===== config.mk =====
export PLATFORM = sky130hd
export DESIGN_NAME = cnt_run_arbiter
export DESIGN_NICKNAME = d
export VERILOG_FILES = /design/src/rtl/cnt_run_arbiter.sv
export SDC_FILE = /design/constraint.sdc
export NUM_CORES = 1
export LEC_CHECK = 0
export ABC_AREA = 1
export CAP_MARGIN = 20
export CORE_MARGIN = 1.5
export CORE_UTILIZATION = 35
export DETAILED_ROUTE_END_ITERATION = 7
export HOLD_SLACK_MARGIN = 0.03
export PLACE_DENSITY_LB_ADDON = 0.3
export SYNTH_ARGS = -nofsm -noshare
export SYNTH_HDL_FRONTEND = slang
export SYNTH_SLANG_ARGS = --single-unit

===== constraint.sdc =====
create_clock -name clk -period 1.9 [get_ports clk]
set_input_delay 0.38 -clock clk [delete_from_list [all_inputs] [get_ports clk]]
set_output_delay 0.38 -clock clk [all_outputs]
set_load 0.03 [all_outputs]

===== src/rtl/cnt_run_arbiter.sv =====
// cnt_run_arbiter: round-robin arbiter that grants one requester a counted run of len cycles on a shared counter
//   clk, reset   : clock, asynchronous active-high reset
//   req, len     : per-requester run request (level) and run length (requester i at [i*CW +: CW])
//   abort        : early termination of the current run
//   gnt, busy    : one-hot grant (LOAD/RUN), FSM not idle
//   count        : shared run counter
//   done, done_id: one-cycle completion pulse and the completing requester
module cnt_run_arbiter #(
  parameter int NREQ = 4,
  parameter int CW = 8
) (
  input  logic              clk,
  input  logic              reset,
  input  logic [NREQ-1:0]   req,
  input  logic [NREQ*CW-1:0] len,
  input  logic              abort,
  output logic [NREQ-1:0]   gnt,
  output logic              busy,
  output logic [CW-1:0]     count,
  output logic              done,
  output logic [1:0]        done_id
);
  typedef enum logic [1:0] {IDLE, LOAD, RUN, DONE} state_t;
  state_t state;
  logic [1:0] last, idx, pick;
  logic [CW-1:0] len_q, len_sel;
  logic stop;
  // Scan downward from the lowest priority so the first set bit after last is what remains.
  always_comb begin
    pick = last;
    for (int k = NREQ; k >= 1; k--) pick = req[last + 2'(k)] ? last + 2'(k) : pick;
  end
  assign len_sel = len[idx*CW +: CW];
  assign stop = abort | ~req[idx];
  assign busy = state != IDLE;
  always_ff @(posedge clk or posedge reset) begin
    if (reset) begin
      state <= IDLE;
      gnt <= '0;
      count <= '0;
      done <= 1'b0;
      done_id <= '0;
      last <= 2'(NREQ - 1);
      idx <= '0;
      len_q <= '0;
    end else begin
      done <= 1'b0;
      case (state)
        IDLE: if (|req) begin
          idx <= pick;
          gnt <= NREQ'(1) << pick;
          state <= LOAD;
        end
        LOAD: if (stop) begin
          state <= IDLE;
          gnt <= '0;
          last <= idx;
        end else begin
          len_q <= len_sel;
          count <= '0;
          state <= len_sel != '0 ? RUN : DONE;
          if (len_sel == '0) begin
            gnt <= '0;
            done <= 1'b1;
            done_id <= idx;
          end
        end
        RUN: if (stop) begin
          state <= IDLE;
          gnt <= '0;
          last <= idx;
        end else begin
          count <= count + CW'(1);
          if (count == len_q - CW'(1)) begin
            state <= DONE;
            gnt <= '0;
            done <= 1'b1;
            done_id <= idx;
          end
        end
        default: begin
          last <= idx;
          state <= IDLE;
        end
      endcase
    end
  end
endmodule


==> flow_metrics.tcl, run 1 <==
set metrics [dict create \
    numCtsBuffers 5 \
    setup_viol 0 \
    wire_per_inst_um 11.56 \
    ir_drop_mv 1.083 \
    synth.distinct_cells 30 \
    switchingPower_w 0.002397 \
    dpl.hpwl_um 4425 \
    period_share_pct 95.52 \
    yosys-top-cells-count "nand2_1, nand3_1, dfrtp_1, inv_1, nor2_1" \
    io_pins 55 \
    holdBufCountCts 0 \
    layout-drive-gt1-share_pct 13.25 \
    internal_power_w 0.002539 \
    syn-num-nets 386 \
    power.density_nw_per_um2 1609 \
    max_freq_mhz 551.0 \
    clk_path_buf_depth 2 \
    synth_top_area_cell "dfrtp_1" \
    path_buf_inv 1 \
    grt_overflow 0 \
    grt_max_degree 30 \
    track_usage_pct 17.03 \
    first_pass_iters 4 \
    grt_pass1_vias 2186 \
    pwr-share-clk_pct 15.7 \
    critPathSlowestCell "clkdlybuf4s50_1" \
    cp_top_family "buffers and inverters" \
    tightest_slew_ns 0.3720 \
    seq_power_share_pct 24.2 \
    dieArea_um2 7066 \
    io_buffers 54 \
    rr_endpoint "state[1]$_DFFE_PP0P_" \
    clock_sinks 29 \
    slew_headroom_pct 75.20 \
    post-cts-setup-buffers 0 \
    p_leak_nw 1.516 \
    power_w 0.004936 \
    antenna_cells 0 \
    vias 2277 \
    utilization_pct 48.30 \
    viasPerCell 4.774 \
    cp_slowest_stage_delay_ns 0.71 \
    syn_inst 340 \
    place.gp.congestion 0.8331 \
    r2r_cells 12 \
    hold_class "primary input to async pin" \
    setup.worst_path.class "register to output port" \
    start_util_pct 36.22 \
    yosysMostFrequentCell "nand2_1" \
    die_x_um 84.06 \
    die_h_um 84.06 \
    rrSetupSlack_ns 0.14 \
    p_comb_share_pct 60.1 \
    htreeDepth 2 \
    cp.arrival_ns 1.43 \
    grt_pass1_wl_um 9791 \
    netlist_area_um2 2300 \
    min_period_ns 1.815 \
    nets 445 \
    cp_cell_sequence "clkdlybuf4s50_1" \
    synth_top_area_share_pct 29.38 \
    core_um2 6350 \
    rsz0062_at_grt "false" \
    switching_share_pct 48.56 \
    worst_ep_required_time_ns 1.52 \
    clkLatencyLatePin_ns 0.29 \
    ys_ff_latch 29 \
    fin_worst_skew_ns 0.004430 \
    timing_hold_violations_final 0 \
    yosys_warnings 0 \
    drv_slew 0 \
    synthArstFlopShare_pct 100.0 \
    wl_um 5515 \
    synth_area_leaders "dfrtp_1, nand2_1, nand3_1" \
    critPathLaunchType "register" \
    ys.flop_type "dfrtp_1" \
    root_buffer "clkbuf_8" \
    status "finished, final reports clean" \
    route.detailed.drc 0 \
    post_synth.cell_area_avg_um2 6.764 \
    critical_path.max_fanout 5 \
    cts_tree "yes" \
    fillers 628 \
    r2r-start "len_q[2]$_DFFE_PP0P_" \
    synth_seq_area_share_pct 31.66 \
    synth_enable_flop_cells 0 \
    std_cell_rows 29 \
    cap_viol_max_count 0 \
    path_clk_slew_ns 0.07 \
    final_antenna_net_count 0 \
    startpoint "count[1]$_DFFE_PP0P_" \
    antenna_found_initial 0 \
    area_growth_syn_to_layout_pct 33.35 \
    end_kind "output port" \
    drt_iter0_markers 80 \
]
[logic make-up after synthesis]
group / after synthesis / synth area share, %
AOI/OAI and AO/OA: 31 / 7.563
xor gates and xnor gates: 10 / 3.808
adders and majority gates: 7 / 3.808
buffers and inverters: 44 / 9.466
DFF: 29 / 31.66
and+or+nand+nor: 219 / 43.69
[final cells by class]
cell class	instances	area, um2	share of cell area, %
Sequential cell	29	728.2	23.75
Clock buffer	5	68.82	2.244
Timing Repair Buffer	63	610.6	19.91
Multi-Input combinational cell	267	1371	44.72
Clock inverter	3	65.06	2.122
Inverter	33	126.4	4.121
Tap cell	77	96.34	3.142
[cells in the final DEF, fill, tap and decap left out, types with 4 or more instances in the layout]
cell | netlist | layout
nor2_1 | 19 | 18
nor2_2 | 3 | 4
clkdlybuf4s50_1 | 0 | 51
clkbuf_8 | 0 | 5
xnor2_1 | 4 | 4
o21ai_0 | 13 | 13
inv_2 | 8 | 8
nand2_2 | 6 | 7
ha_1 | 7 | 6
inv_1 | 25 | 24
dfrtp_1 | 27 | 27
o21ai_1 | 8 | 8
a21oi_1 | 5 | 5
nand4_1 | 8 | 8
xor2_1 | 6 | 6
nand2_1 | 129 | 128
nand3_1 | 42 | 42
buf_4 | 1 | 10
[power by group through the flow]
| stage | Clock, W | Combinational, W | Sequential, W |
|---|---|---|---|
| global placement | 0 | 0.00289 | 0.00120 |
| detailed placement | 0 | 0.00295 | 0.00120 |
| floorplan | 0 | 0.00219 | 0.00127 |
| CTS | 0.000792 | 0.00296 | 0.00120 |
| finish | 0.000774 | 0.00297 | 0.00120 |
| global route | 0.000818 | 0.00338 | 0.00125 |
[layer usage]
metal | part of all wire [%] | GRT usage (%) | vias up
li1 | - | - | 1205
met4 | 1.0 | 3.577 | 0
met2 | 49 | 29.60 | 34
met5 | 0 | 0 | -
met3 | 3.8 | 4.451 | 7
met1 | 46 | 21.16 | 1031
[worst min-delay path, cell delays in order]
cell	delay [ns]
clkdlybuf4s50_1	0.40
inv_1	0.05
buf_4	0.33
[timing repair]
action	CTS	global route
setup endpoints to repair	0	12
gates resized for setup	0	9
endpoints found under the hold margin	0	0
[worst max path at each step]
stage                              to  slack (ns)  cells after the start
2_1_floorplan  done_id[0]$_DFFE_PP0P_        0.29                     13
3_5_place_dp     state[1]$_DFFE_PP0P_       -0.06                     11
6_report                     count[1]        0.09                      1
5_1_grt          state[1]$_DFFE_PP0P_       0.003                     13
4_1_cts                      count[5]       0.005                      1
3_3_place_gp     state[1]$_DFFE_PP0P_        0.02                      9
[per-stage QoR]
step	hold slack (ns)	cells	TNS, ns	instance area [um2]	worst slack (ns)
after floorplan	0.4566	340	0	2300	0.2888
after global placement	0.4712	469	0	2908	0.02270
after detailed placement	0.4668	469	-0.1792	2908	-0.05781
after CTS	0.4713	477	0	3042	0.005412
after global routing	0.5001	477	0	3067	0.002876
final	0.4606	477	0	3067	0.08509
[state kept, by name, indices dropped and copies added (netlist names)]
register and count:
done_id 2, count 8, state 2, done 1
len_q 8, last 2, gnt 4, idx 2
Power figures use the tool's default switching activity.
==> run 2, diff against run 1 <==
- TNS_END_PERCENT: default -> 5
==> flow_metrics.tcl, run 2 (synthesized netlist as in run 1, its figures left out) <==
set metrics [dict create \
    status "finished, final reports clean" \
    rsz0062_at_grt "true" \
    drv_slew 0 \
    setup_viol 0 \
    critical_path.max_fanout 5 \
    grt_pass1_vias 2186 \
    fin_worst_skew_ns 0.004080 \
    post-cts-setup-buffers 0 \
    std_cell_rows 29 \
    core_um2 6350 \
    place.gp.congestion 0.8331 \
    dieArea_um2 7066 \
    die_h_um 84.06 \
    nets 445 \
    root_buffer "clkbuf_8" \
    grt_max_degree 30 \
    r2r_cells 13 \
    io_pins 55 \
    crit_end "count[1]" \
    mostFrequentLayoutCells "nand2_1, clkdlybuf4s50_1, nand3_1, dfrtp_1, inv_1" \
    rrSetupSlack_ns 0.14 \
    clk_path_buf_depth 2 \
    antenna_cells 0 \
    cp_slowest_stage_delay_ns 0.71 \
    critPathLaunchType "register" \
    cp_top_family "buffers and inverters" \
    slew_headroom_pct 75.19 \
    die_x_um 84.06 \
    final_common_cell "nand2_1" \
    place_area_um2 2908 \
    cp_num_cells 1 \
    clock_sinks 29 \
    ir_drop_mv 1.071 \
    drt_iter0_markers 69 \
    p_leak_nw 1.514 \
    numCtsBuffers 5 \
    power.density_nw_per_um2 1607 \
    tightest_slew_ns 0.3722 \
    layout-drive-gt1-share_pct 13.00 \
    fillers 629 \
    htreeDepth 2 \
    stdcell_area_um2 3057 \
    first_pass_iters 4 \
    timing_hold_violations_final 0 \
    top_regs "count: 8 flops, len_q: 8 flops, gnt: 4 flops" \
    path_buf_inv 1 \
    area_growth_syn_to_layout_pct 32.92 \
    wire_per_inst_um 11.54 \
    viasPerCell 4.784 \
    antenna_found_initial 0 \
    clkLatencyLatePin_ns 0.29 \
    power_w 0.004911 \
    worst_ep_required_time_ns 1.52 \
    rr_endpoint "state[1]$_DFFE_PP0P_" \
    start_util_pct 36.22 \
    cp.arrival_ns 1.43 \
    startpoint "count[1]$_DFFE_PP0P_" \
    io_buffers 54 \
    cp_cell_sequence "clkdlybuf4s50_1" \
    period_share_pct 95.50 \
    path_clk_slew_ns 0.07 \
    min_period_ns 1.815 \
    vias 2282 \
    max_freq_mhz 551.1 \
    holdBufCountCts 0 \
    r2r-start "len_q[0]$_DFFE_PP0P_" \
    cts_tree "yes" \
    utilization_pct 48.14 \
    dpl.hpwl_um 4425 \
    critPathSlowestCell "clkdlybuf4s50_1" \
    hold_class "primary input to async pin" \
    setup.worst_path.class "register to output port" \
    route.detailed.drc 0 \
    final_antenna_net_count 0 \
    grt_pass1_wl_um 9791 \
    grt_overflow 0 \
    end_kind "output port" \
    cap_viol_max_count 0 \
    track_usage_pct 17.03 \
    wl_um 5503 \
]
[run 2: cell counts in the layout (fill, tap and decap cells not counted)]
No cell type changed its count.
[run 2: what timing repair did]
| action | CTS | global route |
|---|---|---|
| resized for setup | 0 | 7 |
| endpoints found under the hold margin | 0 | 0 |
| endpoints found under the setup margin | 0 | 12 |
[run 2: area by class of cell]
class                           count  area (um2)  share of cell area, %
Inverter                           33       126.4                  4.134
Timing Repair Buffer               63       610.6                  19.98
Multi-Input combinational cell    267        1361                  44.54
Sequential cell                    29       728.2                  23.82
Clock buffer                        5       68.82                  2.251
Clock inverter                      3       65.06                  2.129
Tap cell                           77       96.34                  3.152
[run 2: stage by stage]
| step | setup TNS [ns] | hold slack [ns] | setup WS [ns] | std cells |
|---|---|---|---|---|
| 3_3_place_gp | 0 | 0.4712 | 0.02270 | 469 |
| 6_report | 0 | 0.4612 | 0.08544 | 477 |
| 5_1_grt | -0.006229 | 0.5001 | -0.006229 | 477 |
| 3_5_place_dp | -0.1792 | 0.4668 | -0.05781 | 469 |
| 2_1_floorplan | 0 | 0.4566 | 0.2888 | 340 |
| 4_1_cts | 0 | 0.4713 | 0.005412 | 477 |
[run 2: how the worst min path moves through the flow]
stage / to / slack (ns) / cells past startpoint
floorplan: count[0]$_DFFE_PP0P_ / 0.46 / 1
detailed placement: done_id[0]$_DFFE_PP0P_ / 0.47 / 2
CTS: state[1]$_DFFE_PP0P_ / 0.47 / 3
finish: state[1]$_DFFE_PP0P_ / 0.46 / 3
global placement: gnt[2]$_DFFE_PP0P_ / 0.47 / 2
global route: done_id[0]$_DFFE_PP0P_ / 0.50 / 2
[run 2: layer usage]
metal / global-route usage, % / vias up / part of all wire (%)
met5: 0 / - / 0
met4: 3.577 / 0 / 1.0
met3: 4.451 / 7 / 3.5
met2: 29.60 / 29 / 49
met1: 21.16 / 1039 / 46
li1: - / 1207 / -
[run 2: power breakdown]
| part | switching (W) | total [W] | internal, W |
|---|---|---|---|
| clock | 0.000252 | 0.000773 | 0.000521 |
| sequential | 0.000314 | 0.00120 | 0.000882 |
| combinational | 0.00182 | 0.00294 | 0.00112 |
==> run 3, diff against run 2 <==
- CORE_ASPECT_RATIO: default -> 1.1
==> flow_metrics.tcl, run 3 (synthesized netlist as in run 1, its figures left out) <==
set metrics [dict create \
    status "finished, final reports clean" \
    dp_slack_ns -0.01188 \
    layout_setup_ws_ns 0.06179 \
    drv_slew 0 \
    setup_viol 0 \
    vias 2323 \
    timing_hold_violations_final 0 \
    place.gp.congestion 0.8101 \
    startpoint "count[6]$_DFFE_PP0P_" \
    viasPerCell 4.810 \
    p_leak_nw 1.504 \
    first_pass_iters 4 \
    min_period_ns 1.838 \
    wire_per_inst_um 11.65 \
    grt_pass1_vias 2255 \
    clk_path_buf_depth 2 \
    start_util_pct 36.69 \
    slew_headroom_pct 75.01 \
    cap_viol_max_count 0 \
    area_growth_syn_to_layout_pct 34.60 \
    path_clk_slew_ns 0.06 \
    io_pins 55 \
    cp_slowest_stage_delay_ns 0.71 \
    pwr-share-clk_pct 11.5 \
    end_kind "output port" \
    power_w 0.004886 \
    p_comb_share_pct 64.0 \
    cts_tree "yes" \
    grt_pass1_wl_um 9970 \
    route.detailed.drc 0 \
    path_buf_inv 1 \
    r2r_cells 13 \
    wl_um 5629 \
    io_buffers 54 \
    power.density_nw_per_um2 1579 \
    grt_overflow 0 \
    critPathLaunchType "register" \
    fin_worst_skew_ns 0.003356 \
    critPathSlowestCell "clkdlybuf4s50_1" \
    hold_class "primary input to async pin" \
    final_antenna_net_count 0 \
    std_cell_rows 30 \
    rrSetupSlack_ns 0.09 \
    numCtsBuffers 5 \
    seq_power_share_pct 24.5 \
    root_buffer "clkbuf_8" \
    ir_drop_mv 0.7940 \
    holdBufCountCts 0 \
    dpl.hpwl_um 4533 \
    rsz0062_at_grt "true" \
    clock_sinks 29 \
    period_share_pct 96.75 \
    cp.arrival_ns 1.46 \
    worst_ep_required_time_ns 1.52 \
    grt_max_degree 30 \
    max_freq_mhz 544.0 \
    htreeDepth 2 \
    mostFrequentLayoutCells "nand2_1, clkdlybuf4s50_1, nand3_1, dfrtp_1, inv_1" \
    r2r-start "len_q[1]$_DFFE_PP0P_" \
    critical_path.max_fanout 5 \
    drt_iter0_markers 87 \
    cp_cell_sequence "clkdlybuf4s50_1" \
    internal_power_w 0.002419 \
    final_common_cell "nand2_1" \
    track_usage_pct 17.99 \
    tightest_slew_ns 0.3749 \
    die_x_um 80.29 \
    cp_top_family "buffers and inverters" \
    core_um2 6269 \
    layout-drive-gt1-share_pct 15.38 \
    top_regs "count: 8 flops, len_q: 8 flops, gnt: 4 flops" \
    antenna_cells 0 \
    nets 448 \
    rr_endpoint "gnt[3]$_DFFE_PP0P_" \
    die_h_um 88.02 \
    dieArea_um2 7066 \
    antenna_found_initial 0 \
    switchingPower_w 0.002467 \
    clkLatencyLatePin_ns 0.28 \
    switching_share_pct 50.50 \
    setup.worst_path.class "register to output port" \
]
[run 3: changes by cell type in the layout (fill, tap and decap cells not counted), moves of 2 or more]
| cell | previous run | this run |
|---|---|---|
| buf_4 | 10 | 13 |
| bufinv_16 | 2 | 0 |
| clkbuf_8 | 5 | 7 |
| dfrtp_1 | 27 | 25 |
| dfrtp_2 | 0 | 2 |
| nand2_1 | 128 | 125 |
| nand2_4 | 3 | 5 |
| nor2_2 | 4 | 2 |
| nor2_4 | 2 | 5 |
[run 3: worst max-delay path by stage]
stage / slack [ns] / endpoint / depth (start not counted)
after floorplan: 0.29 / done_id[0]$_DFFE_PP0P_ / 13
after global placement: 0.03 / state[0]$_DFFE_PP0P_ / 8
after detailed placement: -0.01 / state[0]$_DFFE_PP0P_ / 9
after CTS: 0.02 / state[1]$_DFFE_PP0P_ / 13
after global routing: -0.02 / gnt[3]$_DFFE_PP0P_ / 13
final: 0.06 / count[6] / 1
[run 3: power groups by stage]
stage	Sequential (W)	Clock (W)	Combinational, W
finish	0.00120	0.000563	0.00313
global route	0.00124	0.000601	0.00359
CTS	0.00120	0.000580	0.00300
detailed placement	0.00120	0	0.00299
global placement	0.00120	0	0.00293
floorplan	0.00127	0	0.00219
[run 3: per-stage QoR]
stage	std cells	cell area [um2]	setup TNS, ns	util, %	hold WS [ns]
floorplan	340	2300	0	-	0.4566
global placement	474	2927	0	46.69	0.4688
detailed placement	474	2927	-0.02239	46.69	0.4734
CTS	482	3030	0	48.34	0.4823
global route	483	3095	-0.06197	49.38	0.5079
finish	483	3095	0	49.38	0.4658
[run 3: repair_timing]
action / CTS / global route
setup endpoints to repair: 8 / 9
resized for setup: 1 / 18
buffers inserted: 0 / 1
gates cloned: 0 / 0
pin swaps: 0 / 8
[run 3: cell type report]
class	instances	area, um2
sequential	29	730.7
clock inverter	1	5.005
multi-input combinational	267	1406
clock buffer	7	96.34
inverter	33	126.4
timing repair buffer	66	630.6
tap	80	100.1
fill	643	3173
[run 3: metal layers]
layer | track usage (%) | part of all wire, % | vias to the layer above
li1 | - | - | 1209
met1 | 21.57 | 45 | 1076
met2 | 32.47 | 51 | 33
met3 | 3.542 | 2.9 | 5
met4 | 5.172 | 0.94 | 0
met5 | 0 | 0 | -
